File: config.mk
export PLATFORM = sky130hd
export DESIGN_NAME = branch_pc_unit
export DESIGN_NICKNAME = d
export VERILOG_FILES = /design/src/rtl/branch_pc_unit.sv
export SDC_FILE = /design/constraint.sdc
export NUM_CORES = 1
export LEC_CHECK = 0
export ABC_AREA = 1
export ABC_CLOCK_PERIOD_IN_PS = 2300
export CAP_MARGIN = 10
export CORE_ASPECT_RATIO = 1.25
export CORE_UTILIZATION = 35
export DETAILED_ROUTE_END_ITERATION = 8
export GPL_TIMING_DRIVEN = 1
export HOLD_SLACK_MARGIN = 0.12
export PLACE_DENSITY = 0.65
export SLEW_MARGIN = 20
export SYNTH_ARGS = -nofsm -noshare
export SYNTH_HDL_FRONTEND = slang
export SYNTH_SLANG_ARGS = --single-unit
File: constraint.sdc
create_clock -name clk -period 2.3 [get_ports clk]
set_input_delay 0.69 -clock clk [delete_from_list [all_inputs] [get_ports clk]]
set_output_delay 0.69 -clock clk [all_outputs]
set_load 0.1 [all_outputs]
File: src/rtl/branch_pc_unit.sv
// Fetch PC register with execute-stage branch resolution, redirect/flush and a saturating mispredict count.
// Define BRANCH_PREDICT_EN to add the direct-mapped 2-bit-counter predictor table at fetch.
module branch_pc_unit #(
  parameter int              mbus     = 32,
  parameter int              ENTRIES  = 16,
  parameter logic [mbus-1:0] RESET_PC = '0,
  parameter int              MCNTW    = 16
) (
  input  logic             clk,
  input  logic             rst,
  input  logic             stall,
  output logic [mbus-1:0]  pc,
  output logic             predTaken,
  input  logic             exValid,
  input  logic [mbus-1:0]  exPC,
  input  logic [mbus-1:0]  exTarget,
  input  logic [2:0]       exCond,
  input  logic             exPredTaken,
  input  logic [3:0]       CPSR,
  output logic             flush,
  output logic [MCNTW-1:0] mispredictCount
);
  localparam int              IDXW = $clog2(ENTRIES);
  localparam int              TAGW = mbus - IDXW - 2;
  localparam logic [mbus-1:0] FOUR = mbus'(4);

  logic            cond_true;
  logic            taken;
  logic            mispredict;
  logic [mbus-1:0] pred_target;
  logic [mbus-1:0] next_pc;

  // CPSR layout: [0]=Z, [1]=N, [2]=C, [3]=V; codes 110/111 are reserved and never taken
  always_comb begin
    case (exCond)
      3'b000:  cond_true = 1'b1;
      3'b001:  cond_true = CPSR[0];
      3'b010:  cond_true = !CPSR[0];
      3'b011:  cond_true = (CPSR[1] != CPSR[3]);
      3'b100:  cond_true = (CPSR[1] == CPSR[3]);
      3'b101:  cond_true = CPSR[2];
      default: cond_true = 1'b0;
    endcase
  end

  assign taken = exValid && cond_true;
  assign flush = mispredict;

`ifdef BRANCH_PREDICT_EN
  logic [ENTRIES-1:0] valid;
  logic [1:0]         ctr        [ENTRIES];
  logic [TAGW-1:0]    tag_mem    [ENTRIES];
  logic [mbus-1:0]    target_mem [ENTRIES];
  logic [IDXW-1:0]    fetch_idx;
  logic [IDXW-1:0]    ex_idx;
  logic [TAGW-1:0]    fetch_tag;
  logic [TAGW-1:0]    ex_tag;
  logic               ex_hit;

  assign fetch_idx   = pc[IDXW+1:2];
  assign fetch_tag   = pc[mbus-1:IDXW+2];
  assign ex_idx      = exPC[IDXW+1:2];
  assign ex_tag      = exPC[mbus-1:IDXW+2];
  assign ex_hit      = valid[ex_idx] && (tag_mem[ex_idx] == ex_tag);
  assign predTaken   = valid[fetch_idx] && (tag_mem[fetch_idx] == fetch_tag) && ctr[fetch_idx][1];
  assign pred_target = target_mem[fetch_idx];
  assign mispredict  = exValid && (taken != exPredTaken);

  // Only taken branches allocate; a not-taken miss leaves the table alone
  always_ff @(posedge clk or posedge rst) begin
    if (rst) begin
      valid <= '0;
      for (int i = 0; i < ENTRIES; i++) begin
        ctr[i]        <= 2'b01;
        tag_mem[i]    <= '0;
        target_mem[i] <= '0;
      end
    end else if (exValid) begin
      if (ex_hit) begin
        if (taken) begin
          if (ctr[ex_idx] != 2'b11) ctr[ex_idx] <= ctr[ex_idx] + 2'b01;
          target_mem[ex_idx] <= exTarget;
        end else if (ctr[ex_idx] != 2'b00) begin
          ctr[ex_idx] <= ctr[ex_idx] - 2'b01;
        end
      end else if (taken) begin
        valid[ex_idx]      <= 1'b1;
        tag_mem[ex_idx]    <= ex_tag;
        target_mem[ex_idx] <= exTarget;
        ctr[ex_idx]        <= 2'b10;
      end
    end
  end
`else
  logic unused_pred;

  // Without a predictor every branch arrives predicted not-taken
  assign predTaken   = 1'b0;
  assign pred_target = '0;
  assign mispredict  = taken;
  assign unused_pred = exPredTaken;
`endif

  // A redirect outranks stall so a flushed pipeline never holds a wrong PC
  always_comb begin
    next_pc = pc + FOUR;
    if (mispredict)     next_pc = taken ? exTarget : (exPC + FOUR);
    else if (stall)     next_pc = pc;
    else if (predTaken) next_pc = pred_target;
  end

  always_ff @(posedge clk or posedge rst) begin
    if (rst) pc <= RESET_PC;
    else     pc <= next_pc;
  end

  always_ff @(posedge clk or posedge rst) begin
    if (rst)                                   mispredictCount <= '0;
    else if (mispredict && !(&mispredictCount)) mispredictCount <= mispredictCount + MCNTW'(1);
  end
endmodule

# After elaboration in Yosys (flattened, before gate mapping)
# Index checks and enable logic that the tools add are counted.
# word_totals
register_bits	48
inputBits	76
output_inout_bits	50
word_cells	21
# classes
add_sub_neg	2
n_eq_ne	8
n_mux	3
n_reduce_logical	6
# ops
op	n
two-way mux 32 bit	2
adder 32 x 3 -> 32 bit (second input constant)	1
adder 16 x 1 -> 16 bit (second input constant)	1
AND reduction 16 bit	1
== test 3 x 2 -> 1 bit (second input constant)	2
== test 3 bit (second input constant)	2
case mux 1 bit (6 select lines)	1
== test 3 x 1 -> 1 bit (second input constant)	1
logical NOT 3 bit	1
logical AND 1 bit	2
logical NOT 1 bit	2
!= test 2 x 1 -> 1 bit (second input constant)	1
== test 1 bit	1
!= test 1 bit	1

# Longest topological paths before layout
# Gate-level depths: netlist (run 1).
# depth
word_depth	4
depth_mapped	12
depth_no_buf	11

# Worst setup path before layout (run 1)
# No wires, ideal clock.
# synth_path
kind	input -> output
startpoint	input port CPSR[1]
endpoint	output port flush
t_arrival_ps	1754
t_required_ps	1610
path_slack_ps	-144
path_stages	9
path_buffers	1
cell_sequence	inv_1 > nand2_1 > nand3_1 > nand2_1 > nand2_1 > nand2_2 > nand2_1 > inv_1 > buf_2
# synth_between
elab_chain_cells	3
elab_cells_between_ends	4
cone_classes	eq/ne: 2; mux: 1; reduce/logical: 1
# synth_lines
item	line_no	text
from (decl)	19	input logic [3:0] CPSR,
== test 1 bit or != test 1 bit (tied branches)	40, 39	
case mux 1 bit (6 select lines) (*)	35	case (exCond)
logical AND 1 bit (*)	46	assign taken = exValid && cond_true;
to (decl)	20	output logic flush,
# Mark *: on every way between the ends. The rest lies on a longest branch, timed or not.

# Worst setup path in the final report (run 1)
# layout_path
startpoint	input port exValid
endpoint	output port flush
# layout_between
elab_chain_cells	1
# layout_lines
item	line_no	text
from (decl)	14	input logic exValid,
logical AND 1 bit	46	
# Every way passes these cells.

==> summary.txt, run 1 <==
Clock network
  • Hold-fix buffers at CTS: 0
  • Clk_lat worst skew: 0.29 ns
  • Clk pin slew, worst setup/hold paths: 0.07 ns
  • Total clock sinks: 48
  • Clock Path Buffers: 2
  • TritonCTS Buffers: 5
  • TritonCTS clock tree: done
  • H-tree Lvls: 2
  • Root Driver: clkbuf_16

Logic synthesis
  • Distinct cells, synth: 29
  • Adder-cell share of the synthesized area: 0.723%
  • Synth Warn #: 0
  • Mean Syn Cell Area: 6.52 um2
  • Synthesized area: 3460 um2
  • Syn Nets: 609
  • Post-Syn Instances: 531
  • Post-synthesis mux area share: 0%
  • Xor and xnor fraction of the mapped netlist area: 5.82%
  • Simple-gate share of the synthesized area: 50.6%
  • Compound-Gate Fraction of Synth Area: 0.795%
  • Register area share after synthesis: 34.7%
  • Largest family of logic cells by synthesized area: simple AND/OR/NAND/NOR gates
  • Yosys reg bits: 48

Global route
  • Grt ovf: 0
  • Vias in the first global route: 3686
  • Initial antenna violation count: 0
  • Gr usage total: 19.8%
  • Largest net degree at the start of global routing: 32
  • First-pass GRT wire length: 16.7 mm

Finish
  • Antenna diode count: 0
  • Layout overhead on the synthesized area: 43.0%
  • Final instance area: 4950 um2
  • Share of cells above drive strength 1: 15.8%
  • Fin nets: 702

Place
  • Final GP Congestion: 0.875
  • # port buffers: 91
  • Post-DP Area: 4810 um2
  • Post-DP HPWL: 7.62 mm

Die
  • Core Region: 9610 um2
  • Die ar.: 10300 um2
  • Initial core utilization: 36.0%
  • # IOs: 126
  • Die H: 113 um
  • Die W: 91.0 um
  • Row count: 40

Critical path
  • Crit path max fanout: 2
  • CP max stage delay: 0.52 ns
  • Required time worst endpoint: 1.61 ns
  • Setup CP Type: primary input to primary output
  • CP endpoint kind: primary output
  • Critical path startpoint category: primary input
  • Slowest CP cell: clkdlybuf4s50_1
  • Cell Chain, Critical Path: clkdlybuf4s50_1 -> nand2_4 -> inv_4 -> buf_12
  • Crit path DAT: 1.54 ns

Timing
  • Final-report max-slew violation count: 0
  • Period utilisation layout: 97.0%
  • Finish-stage setup viols: 0
  • Final critical-path required period: 2.23 ns
  • Worst Hold Slack: 0.488 ns
  • Fmax: 448 MHz
  • Final Hold Viols: 0
  • RSZ-0062 raised after global routing: false
  • Fin Clk Skew: 0.00509 ns

Routing
  • Detail-routed via count per cell: 4.95
  • Routed WL: 9.79 mm
  • DR DRC count: 0
  • Routed Antenna Nets: 0
  • Via count: 3719
  • Drt first pass iters: 5
  • Starting DRT DRC Count: 107
  • Routed WL per cell: 13.0 um

Power and ir drop
  • Power per cell area: 899 nW/um2
  • Leakage: 2.37 nW
  • Worst VDD drop: 0.984 mV

Job
  • Maxcap violations: 0

Run status
  • Status: complete, no violations

Worst hold path
  • Hold WC Path Type: register to register
through the flow:
| step | setup TNS [ns] | setup slack [ns] | instances | total power [W] | util, % |
|---|---|---|---|---|---|
| after floorplan | 0 | 0.0155 | 531 | 0.00285 | - |
| after global placement | -8.23 | -0.331 | 743 | 0.00371 | 50.1 |
| after detailed placement | -10.38 | -0.366 | 743 | 0.00372 | 50.1 |
| after CTS | 0 | 0.00579 | 751 | 0.00448 | 51.7 |
| after global routing | 0 | 0.0212 | 751 | 0.00465 | 51.5 |
| final | 0 | 0.0695 | 751 | 0.00445 | 51.5 |
state kept, by name, indices dropped and copies added (netlist names):
register         flops
pc                  32
mispredictCount     16
cell usage after synthesis:
master	instances	area, um2
ha_1	2	25.0
nor2_2	2	12.5
clkinv_1	1	3.75
nand4_1	5	31.3
inv_1	39	146
conb_1	1	3.75
buf_2	10	50.1
or2_2	2	12.5
nand3b_1	18	135
nand2_1	202	758
nor2_1	48	180
nand3_4	1	17.5
and2_4	1	8.76
o21bai_1	1	7.51
o21ai_0	3	15.0
buf_4	2	15.0
a21oi_1	1	5.00
nand3_1	106	531
nand2_4	1	11.3
xor2_1	15	131
nor3_2	1	10.0
clkbuf_1	7	26.3
xnor2_1	8	70.1
buf_6	1	11.3
nand2_2	1	6.26
nor3_4	1	16.3
nor3_1	2	10.0
dfrtp_1	48	1200
nand3_2	1	10.0
worst max-delay path, delay by kind of cell:
kind,cells,cell delay (ns)
and+or+nand+nor,1,0.09
buffers and inverters,3,0.76
cells in the final DEF (no fill, tap or decap), types with 3 or more instances in the layout:
cell type,instances
nand2_1,199
nand3_1,105
nor2_1,48
dfrtp_1,46
inv_1,35
clkdlybuf4s50_1,35
buf_4,33
buf_12,31
nand3b_1,18
xor2_1,15
xnor2_1,8
nand4_1,5
clkbuf_16,5
buf_2,4
inv_2,3
nand2_2,3
per-layer routing:
layer  vias to the layer above  routed length (um)  global-route usage [%]
li1                       1873                   -                       -
met1                      1742                3880                    21.8
met2                        95                5120                    37.7
met3                         9                 695                    5.38
met4                         0                  87                    4.66
met5                         -                   0                       0
final timing paths:
path | start | endpoint | slack [ns] | cells after the start
worst max-delay path | exValid | flush | 0.07 | 4
worst min-delay path | pc[0] | pc[0] | 0.49 | 2
worst max register to register | mispredictCount[0] | mispredictCount[13] | 0.38 | 8
worst min register to register | pc[0] | pc[0] | 0.49 | 2
max in group asynchronous | rst | mispredictCount[0] | 1.20 | 3
min in group asynchronous | rst | pc[0] | 0.76 | 3
area by class of cell:
type,instances,area [um2]
Sequential cell,48,1200
Multi-Input combinational cell,423,2030
Clock buffer,7,143
Tap cell,126,158
Fill cell,954,4660
Inverter,40,153
Timing Repair Buffer,106,1260
Clock inverter,1,7.51
power breakdown:
| part | internal (W) | switching, W | total, W | leakage (nW) |
|---|---|---|---|---|
| logic | 0.000786 | 0.00161 | 0.00239 | 1.69 |
| registers | 0.000999 | 0.000307 | 0.00131 | 0.609 |
| clock network | 0.000434 | 0.000320 | 0.000754 | 0.0701 |
| total | 0.00222 | 0.00223 | 0.00445 | 2.37 |
kinds of logic after synthesis:
| group | count (synthesis) |
|---|---|
| flops | 48 |
| simple gates | 392 |
| buf+inv | 60 |
| compound gates | 5 |
| xor+xnor | 23 |
| fa+ha+maj | 2 |
| other cells | 1 |
timing repair:
item,in CTS,in global routing
pin swaps,9,10
setup endpoints to repair,16,1
gates resized for setup,20,14
gates cloned,0,0
setup buffers,0,0
(Power assumes the default switching activity.)
==> run 2: changes to the inputs <==
==> constraint.sdc (replaced) <==
create_clock -name clk -period 2.3 [get_ports clk]
set_input_delay 0.23 -clock clk [delete_from_list [all_inputs] [get_ports clk]]
set_output_delay 0.23 -clock clk [all_outputs]
set_load 0.1 [all_outputs]
==> summary.txt, run 2 (synthesis results as in run 1) <==
Run status
  • Status: complete, no violations

Routing
  • Routed Antenna Nets: 0
  • Via count: 3632
  • Detail-routed via count per cell: 4.88
  • Starting DRT DRC Count: 147
  • Routed WL: 9.77 mm
  • DR DRC count: 0
  • Routed WL per cell: 13.1 um
  • Drt first pass iters: 4

Clock network
  • Clk_lat worst skew: 0.29 ns
  • TritonCTS Buffers: 5
  • Root Driver: clkbuf_16
  • Post-CTS Setup Inserts: 0
  • H-tree Lvls: 2
  • Cts repair resizes: 0
  • TritonCTS clock tree: done
  • Clk pin slew, worst setup/hold paths: 0.07 ns
  • Clock Path Buffers: 2
  • Total clock sinks: 48
  • Hold-fix buffers at CTS: 0

Global route
  • Vias in the first global route: 3540
  • Largest net degree at the start of global routing: 65
  • Gr usage total: 19.8%
  • First-pass GRT wire length: 16.5 mm
  • Initial antenna violation count: 0
  • Grt ovf: 0

Critical path
  • Most used cell, CP: nand2_1
  • Crit path DAT: 2.16 ns
  • Required time worst endpoint: 2.53 ns
  • Worst R2R Setup Slack: 0.37 ns
  • Setup CP Type: register to register
  • Worst R2R Path Depth: 8
  • CP max stage delay: 0.40 ns
  • Critical path startpoint category: register
  • Cell Chain, Critical Path: ha_1 -> nand3_2 -> nor3_4 -> and2_4 -> nand3_4 -> nand2_4 -> nand2_1 -> nand2_1
  • CP endpoint kind: register
  • Crit path max fanout: 16
  • Worst R2R End: mispredictCount[3]
  • RR Startpoint: mispredictCount[0]
  • Slowest CP cell: dfrtp_2

Finish
  • Leading cell type in the layout, fill and taps excluded: nand2_1
  • Share of cells above drive strength 1: 12.9%
  • Layout overhead on the synthesized area: 33.0%
  • Antenna diode count: 0
  • Max reg flops: 32
  • Fin nets: 695
  • Most flops, register: pc
  • Most frequent cells in the layout: nand2_1 (201), nand3_1 (106), buf_4 (53)
  • Top flop regs: pc x32, mispredictCount x16

Power and ir drop
  • Switching pwr: 0.00217 W
  • Clock Power Share: 21.1%
  • Sw frac: 51.1%
  • Leakage: 2.25 nW
  • Power per cell area: 923 nW/um2
  • Worst VDD drop: 0.846 mV
  • PnR Total Power: 0.00425 W
  • Reg power frac: 29.4%
  • Int Power: 0.00208 W
  • Comb pwr share: 49.5%

Timing
  • RSZ-0062 raised after global routing: false
  • Period utilisation layout: 84.1%
  • Setup_tns: 0 ns
  • Final critical-path required period: 1.93 ns
  • Final Hold Viols: 0
  • Worst Hold Slack: 0.274 ns
  • Fmax: 517 MHz
  • Fin Clk Skew: 0.00574 ns
  • Final-report max-slew violation count: 0
  • Finish-stage setup viols: 0

Die
  • Core Region: 9610 um2
  • Die H: 113 um
  • Die ar.: 10300 um2
  • Initial core utilization: 36.0%
  • Die W: 91.0 um
  • Row count: 40
  • # IOs: 126

Job
  • Maxcap violations: 0

Place
  • Post-DP HPWL: 7.24 mm
  • Final GP Congestion: 0.874
  • # port buffers: 91

Worst hold path
  • Hold WC Path Type: primary input to asynchronous set/reset pin
-- run 2: changes by cell type in the layout (fill, tap and decap cells not counted), moves of 2 or more --
cell | before | now
buf_12 | 31 | 4
clkdlybuf4s50_1 | 35 | 42
buf_4 | 33 | 53
clkbuf_2 | 2 | 0
inv_1 | 35 | 38
inv_2 | 3 | 1
buf_2 | 4 | 0
nand2_1 | 199 | 201
-- run 2: how the worst max path moves through the flow --
stage / from / endpoint / slack [ns] / cells after the start
final: mispredictCount[0] / mispredictCount[3] / 0.37 / 8
after global routing: mispredictCount[0] / mispredictCount[1] / 0.22 / 8
after CTS: mispredictCount[0] / mispredictCount[0] / 0.35 / 8
after detailed placement: exCond[0] / pc[19] / 0.17 / 11
after global placement: exCond[0] / pc[17] / 0.24 / 11
after floorplan: pc[3] / pc[14] / 0.04 / 10
-- run 2: power by group through the flow --
stage | clock network [W] | registers, W | logic [W]
after floorplan | 0 | 0.00233 | 0.000518
after global placement | 0 | 0.00126 | 0.00210
after detailed placement | 0 | 0.00126 | 0.00211
after CTS | 0.000913 | 0.00125 | 0.00211
after global routing | 0.000939 | 0.00128 | 0.00223
final | 0.000895 | 0.00125 | 0.00210
-- run 2: stage by stage --
step	utilization (%)	cell area [um2]	instances	worst slack, ns
final	47.9	4600	744	0.366
after global placement	46.0	4420	736	0.243
after floorplan	-	3460	531	0.0374
after CTS	47.9	4600	744	0.354
after global routing	47.9	4600	744	0.218
after detailed placement	46.0	4420	736	0.170
-- run 2: layer usage --
layer	GRT usage (%)	share of wire, %
met1	21.9	40
met2	37.4	52
met3	4.91	6.7
met4	5.40	0.77
met5	0	0
-- run 2: cell type report --
| cell class | count | area, um2 |
|---|---|---|
| fill | 1024 | 5010 |
| multi-input combinational | 423 | 2010 |
| sequential | 48 | 1200 |
| timing repair buffer | 99 | 898 |
| tap | 126 | 158 |
| clock buffer | 7 | 153 |
| inverter | 40 | 150 |
| clock inverter | 1 | 30.0 |
-- run 2: worst max-delay path, delay by kind of cell, from the launching register on --
kind          cells  cell delay, ns
simple gates      7            1.20
flops             1            0.40
fa+ha+maj         1            0.27
==> run 3: changes to the inputs <==
- ABC_CLOCK_PERIOD_IN_PS: 2300 -> 2000
- clock period: 2.3 -> 2 ns (I/O delays scaled with it)
==> summary.txt, run 3 (synthesis results as in run 1) <==
Run status
  • Status: complete, no violations

Place
  • Post-DP HPWL: 7.39 mm
  • # port buffers: 91
  • Final GP Congestion: 0.855
  • Post-DP Area: 4490 um2

Critical path
  • Required time worst endpoint: 1.80 ns
  • Crit path DAT: 1.69 ns
  • Worst R2R End: mispredictCount[7]
  • CP endpoint kind: primary output
  • Worst R2R Path Depth: 8
  • Setup CP Type: primary input to primary output
  • Worst R2R Setup Slack: 0.18 ns
  • Crit path max fanout: 16
  • RR Startpoint: mispredictCount[0]
  • Critical path startpoint category: primary input

Finish
  • Leading cell type in the layout, fill and taps excluded: nand2_1
  • Max reg flops: 32
  • Antenna diode count: 0
  • Most frequent cells in the layout: nand2_1 (201), nand3_1 (106), buf_4 (56)
  • Fin util: 48.9%
  • Layout overhead on the synthesized area: 35.6%
  • Fin nets: 700
  • Top flop regs: pc x32, mispredictCount x16
  • Final instance area: 4700 um2
  • Most flops, register: pc
  • Share of cells above drive strength 1: 16.9%

Routing
  • Starting DRT DRC Count: 121
  • Routed Antenna Nets: 0
  • DR DRC count: 0
  • Via count: 3730
  • Routed WL: 9.92 mm
  • Drt first pass iters: 4
  • Detail-routed via count per cell: 4.98
  • Routed WL per cell: 13.2 um

Clock network
  • Cts repair resizes: 0
  • Post-CTS Setup Inserts: 0
  • Root Driver: clkbuf_16
  • TritonCTS Buffers: 5
  • Clk_lat worst skew: 0.29 ns
  • H-tree Lvls: 2
  • TritonCTS clock tree: done
  • Total clock sinks: 48
  • Clk pin slew, worst setup/hold paths: 0.07 ns
  • Clock Path Buffers: 2
  • Hold-fix buffers at CTS: 0

Timing
  • RSZ-0062 raised after global routing: false
  • Setup_tns: 0 ns
  • Finish-stage setup viols: 0
  • Fin Clk Skew: 0.00701 ns
  • Final Hold Viols: 0
  • Period utilisation layout: 94.6%
  • Final critical-path required period: 1.89 ns
  • Worst Hold Slack: 0.214 ns
  • Fmax: 529 MHz
  • Final-report max-slew violation count: 0

Global route
  • First-pass GRT wire length: 15.8 mm
  • Largest net degree at the start of global routing: 35
  • Initial antenna violation count: 0
  • Vias in the first global route: 3439
  • Grt ovf: 0
  • Gr usage total: 19.0%

Power and ir drop
  • Power per cell area: 1040 nW/um2
  • Leakage: 2.25 nW
  • Worst VDD drop: 0.623 mV

Die
  • Die ar.: 10300 um2
  • Die W: 91.0 um
  • Core Region: 9610 um2
  • Die H: 113 um
  • # IOs: 126
  • Initial core utilization: 36.0%
  • Row count: 40

Job
  • Maxcap violations: 0

Worst hold path
  • Hold WC Path Type: primary input to asynchronous set/reset pin
[run 3: worst max path at each step]
stage	startpoint	endpoint	slack, ns
6_report	exCond[0]	flush	0.11
5_1_grt	exCond[0]	flush	0.007
4_1_cts	exCond[0]	flush	0.1
3_5_place_dp	exCond[0]	pc[16]	0.04
3_3_place_gp	exCond[0]	pc[16]	0.08
2_1_floorplan	pc[13]	pc[14]	0.009
[run 3: metal layers]
metal  vias up  share of wire, %  track usage, %
li1       1879                 -               -
met1      1724                41            20.9
met2       114                51            35.8
met3        13               6.4            4.91
met4         0               1.3            5.61
met5         -                 0               0
[run 3: where the power goes]
part | switching (W) | internal, W | leakage, nW | total, W
logic | 0.00185 | 0.000595 | 1.59 | 0.00244
clock network | 0.000369 | 0.000588 | 0.0798 | 0.000957
registers | 0.000292 | 0.00117 | 0.583 | 0.00146
[run 3: layout make-up]
type,count,area (um2)
inverters,40,153
fillers,999,4910
clock buffers,5,125
well taps,126,158
clock inverters,3,42.5
repair buffers,104,966
multi-input cells,423,2020
flip-flops and latches,48,1230
[run 3: worst max-delay path, cell delays in order]
cell	delay, ns
clkdlybuf4s50_1	0.50
inv_1	0.07
o21ai_0	0.14
nand2_1	0.07
nand2_1	0.07
nand2_2	0.05
nand2_2	0.14
inv_4	0.08
buf_12	0.16
buf_12	0.17
[run 3: metrics by stage]
step	worst slack (ns)	std cells	total power [W]
floorplan	0.00885	531	0.00330
global placement	0.0828	740	0.00389
detailed placement	0.0448	740	0.00391
CTS	0.0991	748	0.00489
global route	0.00680	749	0.00509
finish	0.109	749	0.00487
